File: src/rtl/uart_tx_fifo.sv
// Buffered 8N1 UART transmitter. A small circular FIFO absorbs bursts and
// late strobes from byte producers; a four-state machine serializes each
// byte as start bit, eight data bits LSB first, and stop bit.
module uart_tx_fifo #(
  parameter int CLK_DIV = 868,
  parameter int DEPTH   = 16
) (
  input  logic       clk,
  input  logic       reset,
  input  logic       wr,
  input  logic [7:0] din,
  output logic       ready,
  output logic       txd,
  output logic       busy,
  output logic       overflow
);

  localparam int          AW      = $clog2(DEPTH);
  localparam logic [15:0] DIV_M1  = 16'(CLK_DIV - 1);
  localparam logic [AW:0] RDY_MAX = (AW+1)'(DEPTH - 2);
  localparam logic [AW:0] PTR_ONE = (AW+1)'(1);

  typedef enum logic [1:0] {IDLE, START, DATA, STOP} state_t;

  logic [7:0]  mem [DEPTH];
  logic [AW:0] wptr, rptr, count;
  logic        empty, full, pop, push;

  state_t      state, state_n;
  logic [15:0] cnt, cnt_n;
  logic [2:0]  bidx, bidx_n;
  logic [7:0]  sr, sr_n;
  logic        txd_n;

  // Pointers carry one extra wrap bit so full and empty are distinguishable.
  assign count = wptr - rptr;
  assign empty = (wptr == rptr);
  assign full  = (wptr[AW-1:0] == rptr[AW-1:0]) && (wptr[AW] != rptr[AW]);

  // A pop on the same edge frees a slot, so a write to a full FIFO still lands.
  assign push  = wr && (!full || pop);

  // Holding ready low with one slot left gives registered producers one
  // write of slack after they sample ready.
  assign ready = (count <= RDY_MAX);
  assign busy  = !empty || (state != IDLE);

  // FIFO pointers and the sticky drop flag
  always_ff @(posedge clk) begin
    if (reset) begin
      wptr     <= '0;
      rptr     <= '0;
      overflow <= 1'b0;
    end else begin
      if (push)        wptr     <= wptr + PTR_ONE;
      if (pop)         rptr     <= rptr + PTR_ONE;
      if (wr && !push) overflow <= 1'b1;
    end
  end

  // FIFO storage; contents need no reset
  always_ff @(posedge clk) begin
    if (push) mem[wptr[AW-1:0]] <= din;
  end

  // TX state, bit timer, shift register and registered serial output
  always_ff @(posedge clk) begin
    if (reset) begin
      state <= IDLE;
      cnt   <= '0;
      bidx  <= '0;
      sr    <= '0;
      txd   <= 1'b1;
    end else begin
      state <= state_n;
      cnt   <= cnt_n;
      bidx  <= bidx_n;
      sr    <= sr_n;
      txd   <= txd_n;
    end
  end

  // Next-state logic: each bit lasts CLK_DIV cycles; bit changes happen when
  // the timer is at zero, which also reloads it.
  always_comb begin
    state_n = state;
    cnt_n   = cnt;
    bidx_n  = bidx;
    sr_n    = sr;
    txd_n   = txd;
    pop     = 1'b0;
    case (state)
      IDLE: begin
        if (!empty) begin
          pop     = 1'b1;
          sr_n    = mem[rptr[AW-1:0]];
          cnt_n   = DIV_M1;
          txd_n   = 1'b0;
          state_n = START;
        end else begin
          txd_n = 1'b1;
        end
      end
      START: begin
        if (cnt == '0) begin
          cnt_n   = DIV_M1;
          bidx_n  = 3'd0;
          txd_n   = sr[0];
          state_n = DATA;
        end else begin
          cnt_n = cnt - 16'd1;
        end
      end
      DATA: begin
        if (cnt == '0) begin
          cnt_n = DIV_M1;
          if (bidx == 3'd7) begin
            txd_n   = 1'b1;
            state_n = STOP;
          end else begin
            bidx_n = bidx + 3'd1;
            txd_n  = sr[bidx + 3'd1];
          end
        end else begin
          cnt_n = cnt - 16'd1;
        end
      end
      STOP: begin
        if (cnt == '0) begin
          cnt_n = DIV_M1;
          // Chain straight into the next start bit when more data waits.
          if (!empty) begin
            pop     = 1'b1;
            sr_n    = mem[rptr[AW-1:0]];
            txd_n   = 1'b0;
            state_n = START;
          end else begin
            txd_n   = 1'b1;
            state_n = IDLE;
          end
        end else begin
          cnt_n = cnt - 16'd1;
        end
      end
      default: begin
        txd_n   = 1'b1;
        state_n = IDLE;
      end
    endcase
  end

endmodule

File: config.mk
export PLATFORM = sky130hd
export DESIGN_NAME = uart_tx_fifo
export DESIGN_NICKNAME = d
export VERILOG_FILES = /design/src/rtl/uart_tx_fifo.sv
export SDC_FILE = /design/constraint.sdc
export NUM_CORES = 1
export LEC_CHECK = 0
export CAP_MARGIN = 30
export CORE_ASPECT_RATIO = 1.5
export CORE_UTILIZATION = 50
export CTS_CLUSTER_SIZE = 16
export DETAILED_ROUTE_END_ITERATION = 10
export MAX_ROUTING_LAYER = met4
export PLACE_DENSITY_LB_ADDON = 0.08
export REMOVE_ABC_BUFFERS = 1
export SYNTH_ARGS = -nofsm -noshare
export SYNTH_HDL_FRONTEND = slang
export SYNTH_SLANG_ARGS = --single-unit
export TNS_END_PERCENT = 20
File: constraint.sdc
create_clock -name clk -period 3.2 [get_ports clk]
set_input_delay 0.64 -clock clk [delete_from_list [all_inputs] [get_ports clk]]
set_output_delay 0.64 -clock clk [all_outputs]
set_load 0.02 [all_outputs]
# [Word-level counts from Yosys, hierarchy flattened]
# Memory sizes are Yosys's and may differ from the RTL's. A register that Yosys moved wholly into a read port is not among the register bits.
# Index checks and enable logic that the tools add are counted.
# Widths: inputs -> output; s select.
[word_totals] regBits=41 mem_bits_rw=128 in_bits=11 n_memories=1
[mem_list] memory="mem" depth=16 width=8 rd=1 rd_clocked_by_memory_dff=1 write_ports=1 line="25" text="logic [7:0] mem [DEPTH];"
[classes] addsub=5 order_cmp=2 n_eq_ne=13 muxes=32 reduce_logical=18
[op_table] op="$mux 16" count=2
[op_table] op="$pmux 16 s2" count=1
[op_table] op="$logic_not 16->1" count=1
[op_table] op="$mux 8" count=2
[op_table] op="$pmux 8 s2" count=1
[op_table] op="$sub 16x1->16 const B" count=1
[op_table] op="$ne 2x2->1 const B" count=6
[op_table] op="$mux 1" count=11
[op_table] op="$add 5x1->5 const B" count=2
[op_table] op="$mux 2" count=5
[op_table] op="$mux 3" count=3
[op_table] op="$mux 4" count=2
[op_table] op="$pmux 2 s4" count=1
[op_table] op="$pmux 3 s2" count=1
[op_table] op="$reduce_bool 2->1" count=3
[op_table] op="$eq 5x5->1" count=1
[op_table] op="$le 5x4->1 const B" count=1
[op_table] op="$reduce_and 5->1" count=1
[op_table] op="$sub 5x5->5" count=1
[op_table] op="$eq 2x2->1 const B" count=2
[op_table] op="$eq 4x4->1" count=1
[op_table] op="$lt 3x4->1 const B" count=1
[op_table] op="$pmux 1 s4" count=1
[op_table] op="$reduce_and 4->1" count=1
[op_table] op="other kinds (13)" count=18

# [Longest topological paths before layout]
# Gate-level depths: netlist of the first run.
[depth] ltp_word=8 depth_mapped=9

# [Worst setup path before layout of the first run]
# OpenSTA, ideal clock, no wires.
[synth_timing] path_type="reg2reg" start="register cnt[0]" end="memory mem[3][0] (enable)" setup_ps=383 arrival_time_ps=2812 path_slack_ps=5 stages_incl_launch_ff=10 cell_sequence="dfxtp_1 inv_1 ha_1 or4b_1 buf_2 or4_4 buf_6 o21ai_2 nand2_1 nor3_1"
[synth_via] elab_chain_cells=7
[synth_rtl] item="start: declaration" line="30" text="logic [15:0] cnt, cnt_n;"
[synth_rtl] item="start signal: assignment" line="76" text="cnt <= cnt_n;"
[synth_rtl] item="$logic_not 16->1" line="129" text="if (cnt == '0) begin"
[synth_rtl] item="$mux 1" line="129"
[synth_rtl] item="$pmux 1 s2" line="92" text="case (state)"
[synth_rtl] item="$logic_or 1x1->1" line="41" text="assign push = wr && (!full || pop);"
[synth_rtl] item="$logic_and 1x1->1" line="41"
[synth_rtl] item="$mux 1" line="63" text="if (push) mem[wptr[AW-1:0]] <= din;"
[synth_rtl] item="$mux 1 (implied by the code)" line="63"
[synth_rtl] item="end: declaration" line="25"
# No other way between the ends.

# [Final worst setup path of the first run]
[layout_timing] start="register wptr[0]" end="output ready"
[layout_via] elab_chain_cells=2
[layout_rtl] item="start: declaration" line="26" text="logic [AW:0] wptr, rptr, count;"
[layout_rtl] item="start signal: assignment" line="55" text="if (push) wptr <= wptr + PTR_ONE;"
[layout_rtl] item="$sub 5x5->5" line="36" text="assign count = wptr - rptr;"
[layout_rtl] item="$le 5x4->1" line="45" text="assign ready = (count <= RDY_MAX);"
[layout_rtl] item="end: declaration" line="12" text="output logic ready,"
# No other way between the ends.

==> reports/qor.txt, run 1 <==
status: finished, final reports clean
final hold violations: 0
CTS tree: done
clk_lat worst skew: 0.42 ns
CP max FO: 5
Max Cap Viol: 0
port bufs: 14
Routed Antenna Nets: 0
P&R area growth vs syn: 15.1%
wire per inst: 20.6 um
H-Tree Depth: 4
CP bufs+invs: 3
Core ar.: 14200 um^2
Die X: 101 um
Post-synth ARST share: 0%
Antenna diodes: 0
Register-to-Register Path Depth: 8
Starting DRT DRC Count: 282
initial antenna violation count: 0
worst setup path class: flop to primary output
Final GP Congestion: 0.831
final period utilization: 94.9%
first-pass GRT wire length: 23600 um
Slew Viols, Final: 0
Crit path arrival time: 2.40 ns
Netlist cell types: 53
Core Util, Final: 59.6%
Die Area: 15200 um^2
Setup Viol. Count Final: 0
Non-Filler Instances: 742
family with the most delay on the worst path: adder cells
final wirelength: 15300 um
register area share after synthesis: 64.5%
launching point of the worst reg2reg path: cnt[0]$_SDFFE_PP0N_
Die Span Y: 151 um
Tot GR Track Use: 22.5%
layout cells sized above 1: 19.6%
final instance area: 8460 um^2
Pleak: 2.84 nW
slew margin rel.: 47.7%
Hold Path End: overflow$_SDFFE_PP0P_
Post-Synthesis Cells: 499
Vias: 4302
register-to-register setup slack: 0.27 ns
number of enable flip-flop cells after synthesis: 128
# nets final: 566
PwrDens: 790 nW/um^2
CTS Root Cell: clkbuf_16
DRC: 0
FF-to-FF End: mem[1][5]$_DFFE_PP_
Critical Path Max Stage Delay: 0.40 ns
Ys Warns: 0
#FFs+latches synth: 173
Clock Path Buffers: 2
ys flop type: edfxtp_1
Post-Route Skew: 0.00559 ns
Hold Path Class: flop to flop
Slew @ Worst Pin: 0.781 ns
clock sink count: 173
post-placement cell area: 7850 um^2
Crit. End Element: primary output
hold slack: 0.445 ns
final setup TNS: 0 ns
number of global-route vias before repair: 4422
Via density: 5.80
post-layout min period: 3.04 ns
Met1 Wirelength: 5930 um
# hold bufs at CTS: 0
total grt overflow: 0
CP cell instances: inv_1 -> ha_1 -> inv_1 -> fa_1 -> a21o_1 -> a21oi_1 -> xnor2_1 -> a21oi_1 -> clkdlybuf4s15_1
hold depth: 2
routed wl met3: 328 um
metal2 WL: 8330 um
DR top layer: met4
cts bufs inserted: 17
Pre-Repair DR Iteration Count: 4
clk slew on worst S/H paths: 0.06 ns
CP max stage cell: fa_1
Max Freq: 0.329 GHz
most frequent cells in the layout: 128 x edfxtp_1, 54 x nor2_1, 44 x dfxtp_1, 34 x mux4_2, 27 x buf_4
worst endpoint required time: 2.56 ns
# rows: 53
syn avg cell area: 14.7 um^2
Startpoint Class: flop
hold path start: overflow$_SDFFE_PP0P_
most common cell after layout, fill and taps aside: edfxtp_1
placed insts: 709
largest net degree at the start of global routing: 41
RSZ-0062 raised after global routing: no
Starting Density: 51.8%
IO Pins: 15
maximum vdd drop: 0.392 mV
Post-DP HPWL: 10600 um
Post-Syn Area: 7350 um^2
-- per-layer routing --
layer,vias to the layer above,track usage [%]
met5,-,-
met1,2171,23.6
li1,2009,-
met3,36,3.81
met2,86,39.6
met4,0,12.9
-- tightest hold or removal path: cells and delay by family, from the launching register on --
family / cells / cell delay (ns)
DFF: 1 / 0.31
AOI/OAI and AO/OA: 1 / 0.05
buffers and inverters: 1 / 0.04
-- cells by family after synthesis --
| group | share of synthesized area [%] |
|---|---|
| xor+xnor | 0.834 |
| simple gates | 8.97 |
| mux | 12.8 |
| flops | 64.5 |
| buf+inv | 2.06 |
| compound gates | 7.61 |
| fa+ha+maj | 3.17 |
-- final cells by class --
cell class	count	area [um^2]
Tap cell	192	240
Timing Repair Buffer	42	358
Fill cell	1124	5730
Clock buffer	19	433
Sequential cell	173	4750
Inverter	15	56.3
Multi-Input combinational cell	288	2460
Clock inverter	13	166
-- through the flow --
stage                     power, W  setup WS, ns
final                      0.00668         0.162
after global placement     0.00459         0.349
after detailed placement   0.00464         0.293
after floorplan            0.00402        0.0413
after CTS                  0.00670        0.0322
after global routing       0.00699       0.00643
-- state kept, by name (all words and copies together) (netlist names), named ones only --
register / flops
bidx: 3
cnt: 16
mem: 128
overflow: 1
rptr: 5
sr: 8
state: 2
txd: 1
wptr: 5
-- repair_timing --
action	CTS	global route
buffers inserted	0	1
pin swaps	0	1
gates resized for setup	2	1
endpoints found under the hold margin	0	0
endpoints found under the setup margin	2	2
-- report_power, final --
group	internal, W	leakage (nW)	total (W)	switching [W]
combinational	0.000824	1.03	0.00188	0.00106
clock	0.00123	0.279	0.00207	0.000839
sequential	0.00258	1.52	0.00272	0.000148
-- worst max path at each step --
stage                          from                   to  slack [ns]  cells after the start
3_3_place_gp   wptr[0]$_SDFFE_PP0P_                ready        0.35                      9
2_1_floorplan   cnt[0]$_SDFFE_PP0N_  mem[3][0]$_DFFE_PP_        0.04                      7
3_5_place_dp   wptr[0]$_SDFFE_PP0P_                ready        0.29                      9
5_1_grt        wptr[0]$_SDFFE_PP0P_                ready       0.006                      9
6_report       wptr[0]$_SDFFE_PP0P_                ready        0.16                      9
4_1_cts        wptr[0]$_SDFFE_PP0P_                 busy        0.03                      6
-- synthesized netlist by cell type (3+ instances only) --
cell	number	area share [%]
o21ai_0	11	0.75
mux4_2	34	10
clkbuf_1	16	0.82
a21oi_1	16	1.1
nand3b_1	3	0.31
buf_1	5	0.26
mux2_2	5	0.77
or4_1	6	0.61
nor3_1	10	0.68
nor2b_1	10	0.85
inv_1	15	0.77
nand2_1	22	1.1
nor2_1	54	2.8
a211oi_1	5	0.51
a311oi_1	8	0.95
nand4_1	3	0.26
or3_1	6	0.51
ha_1	17	2.9
a31oi_1	3	0.26
edfxtp_1	128	52
nand3_1	5	0.34
mux2i_1	12	1.6
o21a_1	3	0.31
a22oi_1	16	1.6
dfxtp_1	45	12
xnor2_1	6	0.71
Note: power is estimated with default switching activity, not from simulation.
==> run 2: changes to the inputs <==
--- a/config.mk
+++ b/config.mk
@@ -8,4 +8,5 @@
 export CAP_MARGIN = 30
 export CORE_ASPECT_RATIO = 1.5
+export CORE_MARGIN = 2
 export CORE_UTILIZATION = 50
 export CTS_CLUSTER_SIZE = 16
==> constraint.sdc (replaced) <==
create_clock -name clk -period 3.2 [get_ports clk]
set_input_delay 0.64 -clock clk [delete_from_list [all_inputs] [get_ports clk]]
set_output_delay 0.64 -clock clk [all_outputs]
set_load 0.005 [all_outputs]
==> reports/qor.txt, run 2 (same netlist as run 1, synthesis figures left out) <==
Max Cap Viol: 0 (unchanged)
FF-to-FF End: mem[1][7]$_DFFE_PP_ (was mem[1][5]$_DFFE_PP_)
Largest register FFs: 128 (unchanged)
Post-Route Skew: 0.00846 ns (was 0.00559 ns)
Tot GR Track Use: 20.9% (was 22.5%)
Antenna diodes: 0 (unchanged)
DRC: 0 (unchanged)
family with the most delay on the worst path: buffers and inverters (was adder cells)
Hold Path End: overflow$_SDFFE_PP0P_ (unchanged)
CP bufs+invs: 3 (unchanged)
worst setup path class: flop to primary output (unchanged)
Vias: 4218 (was 4302)
final setup TNS: 0 ns (unchanged)
port bufs: 14 (unchanged)
clk_lat worst skew: 0.42 ns (about the same)
first-pass GRT wire length: 23400 um (was 23600 um)
placed insts: 712 (was 709)
Die Area: 15700 um^2 (was 15200 um^2)
most common cell after layout, fill and taps aside: edfxtp_1 (unchanged)
Slew Viols, Final: 0 (unchanged)
Slew @ Worst Pin: 0.847 ns (was 0.781 ns)
Post-DP HPWL: 10500 um (was 10600 um)
cts bufs inserted: 17 (unchanged)
Via density: 5.66 (was 5.80)
hold slack: 0.467 ns (was 0.445 ns)
CP cell instances: inv_1 -> ha_1 -> nand4_1 -> nor3_2 -> inv_1 -> clkdlybuf4s50_1 (was inv_1 -> ha_1 -> inv_1 -> fa_1 -> a21o_1 -> a21oi_1 -> xnor2_1 -> a21oi_1 -> clkdlybuf4s15_1)
Core ar.: 14500 um^2 (was 14200 um^2)
Starting DRT DRC Count: 189 (was 282)
clk slew on worst S/H paths: 0.07 ns (was 0.06 ns)
largest net degree at the start of global routing: 47 (was 41)
Die X: 103 um (was 101 um)
Critical Path Max Stage Delay: 0.44 ns (was 0.40 ns)
Register-to-Register Path Depth: 8 (unchanged)
Startpoint Class: flop (unchanged)
Crit. End Element: primary output (unchanged)
slew margin rel.: 43.5% (was 47.7%)
register-to-register setup slack: 0.26 ns (was 0.27 ns)
worst endpoint required time: 2.56 ns (about the same)
number of global-route vias before repair: 4335 (was 4422)
CP dominant cell by count: inv_1
layout cells sized above 1: 20.2% (was 19.6%)
wire per inst: 19.9 um (was 20.6 um)
final period utilization: 92.1% (was 94.9%)
P&R area growth vs syn: 14.1% (was 15.1%)
Hold Path Class: flop to flop (unchanged)
final wirelength: 14800 um (was 15300 um)
Pleak: 2.82 nW (was 2.84 nW)
Pre-Repair DR Iteration Count: 4 (unchanged)
CP max stage cell: clkdlybuf4s50_1 (was fa_1)
CTS tree: done (unchanged)
H-Tree Depth: 4 (unchanged)
Routed Antenna Nets: 0 (unchanged)
Max Freq: 0.339 GHz (was 0.329 GHz)
final hold violations: 0 (unchanged)
Starting Density: 50.8% (was 51.8%)
launching point of the worst reg2reg path: cnt[0]$_SDFFE_PP0N_ (unchanged)
Die Span Y: 153 um (was 151 um)
Clock Path Buffers: 2 (unchanged)
hold path start: overflow$_SDFFE_PP0P_ (unchanged)
RSZ-0062 raised after global routing: no (unchanged)
PwrDens: 763 nW/um^2 (was 790 nW/um^2)
IO Pins: 15 (unchanged)
CP max FO: 7 (was 5)
maximum vdd drop: 0.488 mV (was 0.392 mV)
# nets final: 565 (was 566)
most frequent cells in the layout: 128 x edfxtp_1, 54 x nor2_1, 42 x dfxtp_1, 34 x mux4_2, 27 x buf_4 (was 128 x edfxtp_1, 54 x nor2_1, 44 x dfxtp_1, 34 x mux4_2, 27 x buf_4)
Non-Filler Instances: 745 (was 742)
initial antenna violation count: 0 (unchanged)
Crit path arrival time: 2.31 ns (was 2.40 ns)
Final GP Congestion: 0.910 (was 0.831)
total grt overflow: 0 (unchanged)
status: finished, final reports clean (unchanged)
CTS Root Cell: clkbuf_16 (unchanged)
crit path from: rptr[2]$_SDFFE_PP0N_ (was wptr[0]$_SDFFE_PP0P_)
# rows: 54 (was 53)
clock sink count: 173 (unchanged)
hold depth: 2 (unchanged)
Setup Viol. Count Final: 0 (unchanged)
post-layout min period: 2.95 ns (was 3.04 ns)
## run 2: cell count changes in the layout (fill, tap and decap cells not counted), sizes merged
| cell | before | now |
|---|---|---|
| clkinvlp | 4 | 0 |
| clkbuf | 19 | 18 |
| inv | 17 | 25 |
| dlymetal6s2s | 0 | 1 |
| buf | 29 | 28 |
| bufinv | 3 | 0 |
| clkdlybuf4s15 | 1 | 0 |
## run 2: timing repair
action | CTS | global route
setup buffers | 1 | 0
setup endpoints to repair | 1 | 2
pin swaps | 0 | 0
hold buffers | 0 | 0
gates resized for setup | 3 | 4
endpoints found under the hold margin | 0 | 0
## run 2: worst max path at each step
stage	to	depth (start not counted)
3_3_place_gp	mem[0][2]$_DFFE_PP_	8
5_1_grt	busy	6
6_report	busy	6
4_1_cts	ready	9
2_1_floorplan	mem[3][0]$_DFFE_PP_	7
3_5_place_dp	mem[0][1]$_DFFE_PP_	8
## run 2: worst register-to-register path, delay by kind of cell (launching register included)
kind	cells	cell delay, ns
AOI/OAI and AO/OA	1	0.36
adders and majority gates	1	0.19
buffers and inverters	2	0.28
DFF	1	0.34
and+or+nand+nor	4	1.47
## run 2: stage by stage
stage | util [%] | setup WS, ns | area (um^2) | power [W]
6_report | 58.0 | 0.254 | 8390 | 0.00640
3_5_place_dp | 54.2 | 0.270 | 7830 | 0.00457
4_1_cts | 57.9 | 0.0368 | 8380 | 0.00645
3_3_place_gp | 54.2 | 0.318 | 7830 | 0.00454
5_1_grt | 58.0 | 0.0508 | 8390 | 0.00675
2_1_floorplan | - | 0.0413 | 7260 | 0.00400
## run 2: layout make-up
class,instances,area (um^2)
fillers,1199,6070
flip-flops and latches,173,4750
multi-input cells,288,2470
clock buffers,18,429
repair buffers,41,340
well taps,196,245
clock inverters,14,104
inverters,15,56.3
## run 2: power breakdown
group / total (W) / internal [W] / switching (W)
logic: 0.00181 / 0.000797 / 0.00101
clock network: 0.00188 / 0.00101 / 0.000868
registers: 0.00272 / 0.00258 / 0.000144
total: 0.00640 / 0.00438 / 0.00202
## run 2: per-layer routing
layer	share of wire, %	global-route usage, %	routed length [um]
met1	40	24.3	5910
met4	2.3	7.58	336
met5	0	-	0
met2	55	35.5	8160
met3	2.6	4.17	392
==> run 3: changes to the inputs <==
Settings changed: SLEW_MARGIN from default to 20.
==> results of run 3 <==
The final DEF is identical to that of run 2; final timing and power are the same.
==> variant 1 (settings of run 2) <==
Change the parameter `DEPTH` from 16 to 8.
--- a/src/rtl/uart_tx_fifo.sv
+++ b/src/rtl/uart_tx_fifo.sv
@@ -3,7 +3,7 @@
 // byte as start bit, eight data bits LSB first, and stop bit.
 module uart_tx_fifo #(
   parameter int CLK_DIV = 868,
-  parameter int DEPTH   = 16
+  parameter int DEPTH   = 8
 ) (
   input  logic       clk,
   input  logic       reset,
Formal check against the unedited RTL: not equivalent (a bounded check fails within 10 cycles, from zero or initial values and one cycle with reset high).
==> variant 1 against run 2 <==
  * Power decreased by 32%
  * First-iteration DRC count down 29%
  * Area after synthesis fell by 34%
  * Design area is 35% lower
  * Sequential cell count shrank 67
  * Utilization is 0.45 points higher
  * Combinational power down 22%
  * Clock skew is essentially flat
  * Wire length shrank 37%
  * Sequential share of layout area is 5.8 points lower
  * Setup slack got worse by 0.10 ns
  * Highest routed layer unchanged
==> variant 1: results (changes against run 2) <==
stage,metric,value,unit,change
global_route,grt_max_degree,23,,was 47
clock_tree,insertion_delay,0.35,ns,was 0.42 ns
detailed_routing,wl_per_cell,18.0,um,was 19.9 um
timing,slew_headroom,0.451,,was 0.435
global_route,first_global_vias,3110,,was 4335
worst_setup_path,crit_slowest_cell,dfxtp_1,,was clkdlybuf4s50_1
finish,largest_register_ffs,64,,was 128
min_path,min_path_cells,2,,unchanged
clock_tree,cts-root-buf,clkbuf_16,,unchanged
finish,diodes,0,,unchanged
worst_setup_path,cpPeakStageDelay,0.48,ns,was 0.44 ns
worst_setup_path,r2r_setup_slack,0.38,ns,was 0.26 ns
detailed_routing,drt-met1-wl,3750,um,was 5910 um
min_path,hold_start,txd,,was overflow
worst_setup_path,worstPathMaxFanout,8,,was 7
logic_synthesis,synth_cell_types,55,,was 53
logic_synthesis,seq_area_frac_synth,0.573,,was 0.645
finish,fin_nets,424,,was 565
placed_design,portBuffers,14,,unchanged
worst_setup_path,worstReg2RegStart,cnt[0],,unchanged
min_path,hold_class,reg -> reg,,unchanged
logic_synthesis,yosysWarnings,0,,unchanged
min_path,min_to,txd,,was overflow
placed_design,gp_congestion,0.852,,was 0.910
timing,hold_slack,0.473,ns,was 0.467 ns
logic_synthesis,yosys-top-cells-count,"edfxtp_1, nor2_1, dfxtp_1",,unchanged
placed_design,dpl.hpwl,6640,um,was 10500 um
finish,drive_gt1_frac,0.156,,was 0.202
clock_tree,post_cts_resized,0,,was 3
detailed_routing,drtIter0Drc,134,,was 189
pwr,power.leakage,1.84,nW,was 2.82 nW
detailed_routing,dr_wl_met2,5010,um,was 8160 um
clock_tree,post_cts_buffers,0,,was 1
logic_synthesis,synth_edf_count,64,,was 128
clock_tree,path_clk_slew,0.07,ns,about the same
global_route,track_usage,0.195,,was 0.209
clock_tree,cts_buffers,9,,was 17
pwr,worst_ir_drop_vdd,0.495,mV,was 0.488 mV
detailed_routing,met3_length,311,um,was 392 um
clock_tree,h-tree-depth,3,,was 4
logic_synthesis,synth_area_leaders,"edfxtp_1, dfxtp_1, mux4_2",,unchanged
timing,finClkSkew,0.00859,ns,was 0.00846 ns
run_status,status,completed,,unchanged
detailed_routing,highest_layer,met4,,unchanged
global_route,grt_antenna_before_repair,0,,unchanged
detailed_routing,vias_per_cell,5.91,,was 5.66
global_route,grt_pass1_wl,15500,um,was 23400 um
worst_setup_path,path_delay_family,adder cells,,was buffers and inverters
==> variant 1: metrics by stage <==
step	worst slack, ns	total power [mW]	area [um^2]	std cells
after floorplan	0.370	2.78	4710	357
after global placement	0.578	3.18	5110	499
after detailed placement	0.510	3.22	5120	500
after CTS	0.147	4.41	5440	516
after global routing	0.0107	4.65	5440	516
final	0.150	4.37	5440	516
==> variant 1: worst max path at each step <==
| stage | start | endpoint | slack [ns] |
|---|---|---|---|
| global route | wptr[0] | ready | 0.01 |
| detailed placement | cnt[0] | mem[4][2] | 0.51 |
| finish | wptr[0] | ready | 0.15 |
| global placement | cnt[0] | mem[4][2] | 0.58 |
| floorplan | cnt[0] | mem[4][0] | 0.37 |
| CTS | wptr[0] | ready | 0.15 |
==> variant 1: tightest hold or removal path, delay by kind of cell (launching register included) <==
kind           cells  cell delay, ns
AO/OA/AOI/OAI      2            0.12
flip-flops         1            0.33
==> variant 1: cells by family (layout without fill, tap and decap cells) <==
family                     after synthesis  count (layout)  synth area share
adders and majority gates               14              14            0.0379
DFF                                    106             106             0.573
buffers and inverters                   33              61            0.0348
and+or+nand+nor                        113             113             0.126
xor gates and xnor gates                 4               4           0.00726
muxes                                   38              38             0.122
AOI/OAI and AO/OA                       68              68             0.100
==> variant 1: layer usage <==
layer | track usage | up-vias
li1 | - | 1484
met1 | 0.219 | 1481
met2 | 0.335 | 59
met3 | 0.0404 | 23
met4 | 0.0778 | 0
met5 | - | -
==> variant 1: area by class of cell <==
type / count / area [um^2]
Clock buffer: 9 / 225
Multi-Input combinational cell: 237 / 1890
Fill cell: 779 / 3860
Inverter: 14 / 52.6
Clock inverter: 7 / 100
Tap cell: 112 / 140
Sequential cell: 106 / 2760
Timing Repair Buffer: 31 / 268
==> variant 1: power breakdown <==
group          switching, mW  internal (mW)
Combinational          0.793          0.621
Sequential             0.171           1.60
Clock                  0.497          0.693
==> variant 2 (flow settings as in run 2) <==
Without the edit above. Encoding of `state_t`: now one-hot (4 bits for 4 states).
--- a/src/rtl/uart_tx_fifo.sv
+++ b/src/rtl/uart_tx_fifo.sv
@@ -20,7 +20,7 @@
   localparam logic [AW:0] RDY_MAX = (AW+1)'(DEPTH - 2);
   localparam logic [AW:0] PTR_ONE = (AW+1)'(1);
 
-  typedef enum logic [1:0] {IDLE, START, DATA, STOP} state_t;
+  typedef enum logic [3:0] {IDLE = 4'b0001, START = 4'b0010, DATA = 4'b0100, STOP = 4'b1000} state_t;
 
   logic [7:0]  mem [DEPTH];
   logic [AW:0] wptr, rptr, count;
Behaviour: same outputs for any inputs over 10 cycles, from zero or initial values and one cycle with reset high; not proved beyond that.
==> variant 2 against run 2 <==
  * Setup slack worse by 0.00062 ns
  * Die area rose by 2.5%
  * Utilization down 0.44 points
  * Wire length rose by 11%
  * Design area up 2.5%
  * Clock power rose by 9%
  * Largest cell class unchanged
  * Power grew 3.3%
  * Via count is 7.2% higher
  * Area after synthesis grew 2.6%
  * Hold slack better by 0.0049 ns
  * Largest power group unchanged
  * Non-clock buffer count shrank 1
  * Sequential cell count grew 2
  * Count of clock-buffer cells in the layout decreased by 1
  * Synthesized cell count is 6.2% higher
==> variant 2: results (changes against run 2) <==
stage,metric,value,unit,change
run_status,status,completed,,unchanged
logic_synthesis,synth_area_leaders,"edfxtp_1, dfxtp_1, mux4_2",,unchanged
global_route,track_usage,0.221,,was 0.209
timing,maxSlewViolCount,0,,unchanged
finish,drive_gt1_frac,0.196,,was 0.202
timing,finClkSkew,0.00736,ns,was 0.00846 ns
worst_setup_path,r2r_setup_slack,0.50,ns,was 0.26 ns
worst_setup_path,worstReg2RegStart,cnt[0],,unchanged
placed_design,gp_congestion,0.850,,was 0.910
finish,fin_nets,587,,was 565
detailed_routing,wl_per_cell,21.2,um,was 19.9 um
logic_synthesis,yosys-top-cells-count,"edfxtp_1, dfxtp_1, nor2_1",,"was edfxtp_1, nor2_1, dfxtp_1"
worst_setup_path,cp-startpoint,wptr[2],,was rptr[2]
clock_tree,post_cts_buffers,0,,was 1
detailed_routing,first_pass_iters,5,,was 4
clock_tree,h-tree-depth,4,,unchanged
pwr,worst_ir_drop_vdd,0.459,mV,was 0.488 mV
logic_synthesis,seq_area_frac_synth,0.634,,was 0.645
detailed_routing,vias_per_cell,5.84,,was 5.66
global_route,first_global_vias,4693,,was 4335
logic_synthesis,syn_inst,530,,was 499
placed_design,dpl.hpwl,11000,um,was 10500 um
timing,slew_headroom,0.422,,was 0.435
min_path,hold_start,bidx[2],,was overflow
global_route,grt_max_degree,33,,was 47
worst_setup_path,worstPathMaxFanout,11,,was 7
logic_synthesis,synth_cell_types,61,,was 53
placed_design,dp.cells,742,,was 712
-- variant 2: critical path, delay by kind of cell (launching register included) --
kind	cells	cell delay [ns]
flip-flops	1	0.41
AND/OR/NAND/NOR	3	0.59
adder cells (fa/ha/maj)	1	0.39
buffers and inverters	1	0.48
-- variant 2: metrics by stage --
step / setup slack [ns] / util
after CTS: 0.231 / 0.575
after floorplan: 0.623 / -
after detailed placement: 0.394 / 0.536
after global routing: 0.0993 / 0.576
after global placement: 0.424 / 0.536
final: 0.253 / 0.576
-- variant 2: logic make-up (layout without fill, tap and decap cells) --
group / Yosys count / count (layout) / share of synthesized area
XOR/XNOR: 10 / 10 / 0.0116
adder cells (fa/ha/maj): 13 / 13 / 0.0226
buffers and inverters: 39 / 85 / 0.0216
AND/OR/NAND/NOR: 150 / 150 / 0.109
flip-flops: 175 / 175 / 0.634
multiplexers: 40 / 40 / 0.110
AO/OA/AOI/OAI: 103 / 103 / 0.0905
-- variant 2: worst paths after layout --
kind / to / depth (start not counted)
max reg2reg: wptr[4] / 7
max: busy / 5
min reg2reg: bidx[2] / 2
min: bidx[2] / 2
-- variant 2: per-layer routing --
layer | up-vias | global-route usage | part of all wire
met5 | - | - | 0
met4 | 0 | 0.102 | 0.032
met3 | 29 | 0.0354 | 0.035
met2 | 85 | 0.394 | 0.55
met1 | 2269 | 0.242 | 0.39
li1 | 2140 | - | -
-- variant 2: power by group --
| part | switching, mW | internal, mW | total, mW |
|---|---|---|---|
| Combinational | 0.978 | 0.804 | 1.78 |
| Sequential | 0.212 | 2.58 | 2.79 |
| Clock | 0.877 | 1.16 | 2.04 |
-- variant 2: timing repair --
action | in CTS | in global routing
hold buffers | 0 | 0
setup endpoints to repair | 1 | 0
hold endpoints to repair | 0 | 0
resized for setup | 2 | 0
-- variant 2: layout make-up --
cell class	instances	area, um^2
repair buffers	40	334
clock inverters	15	158
well taps	199	249
inverters	13	48.8
multi-input cells	316	2600
fillers	1229	6330
flip-flops and latches	175	4790
clock buffers	17	425
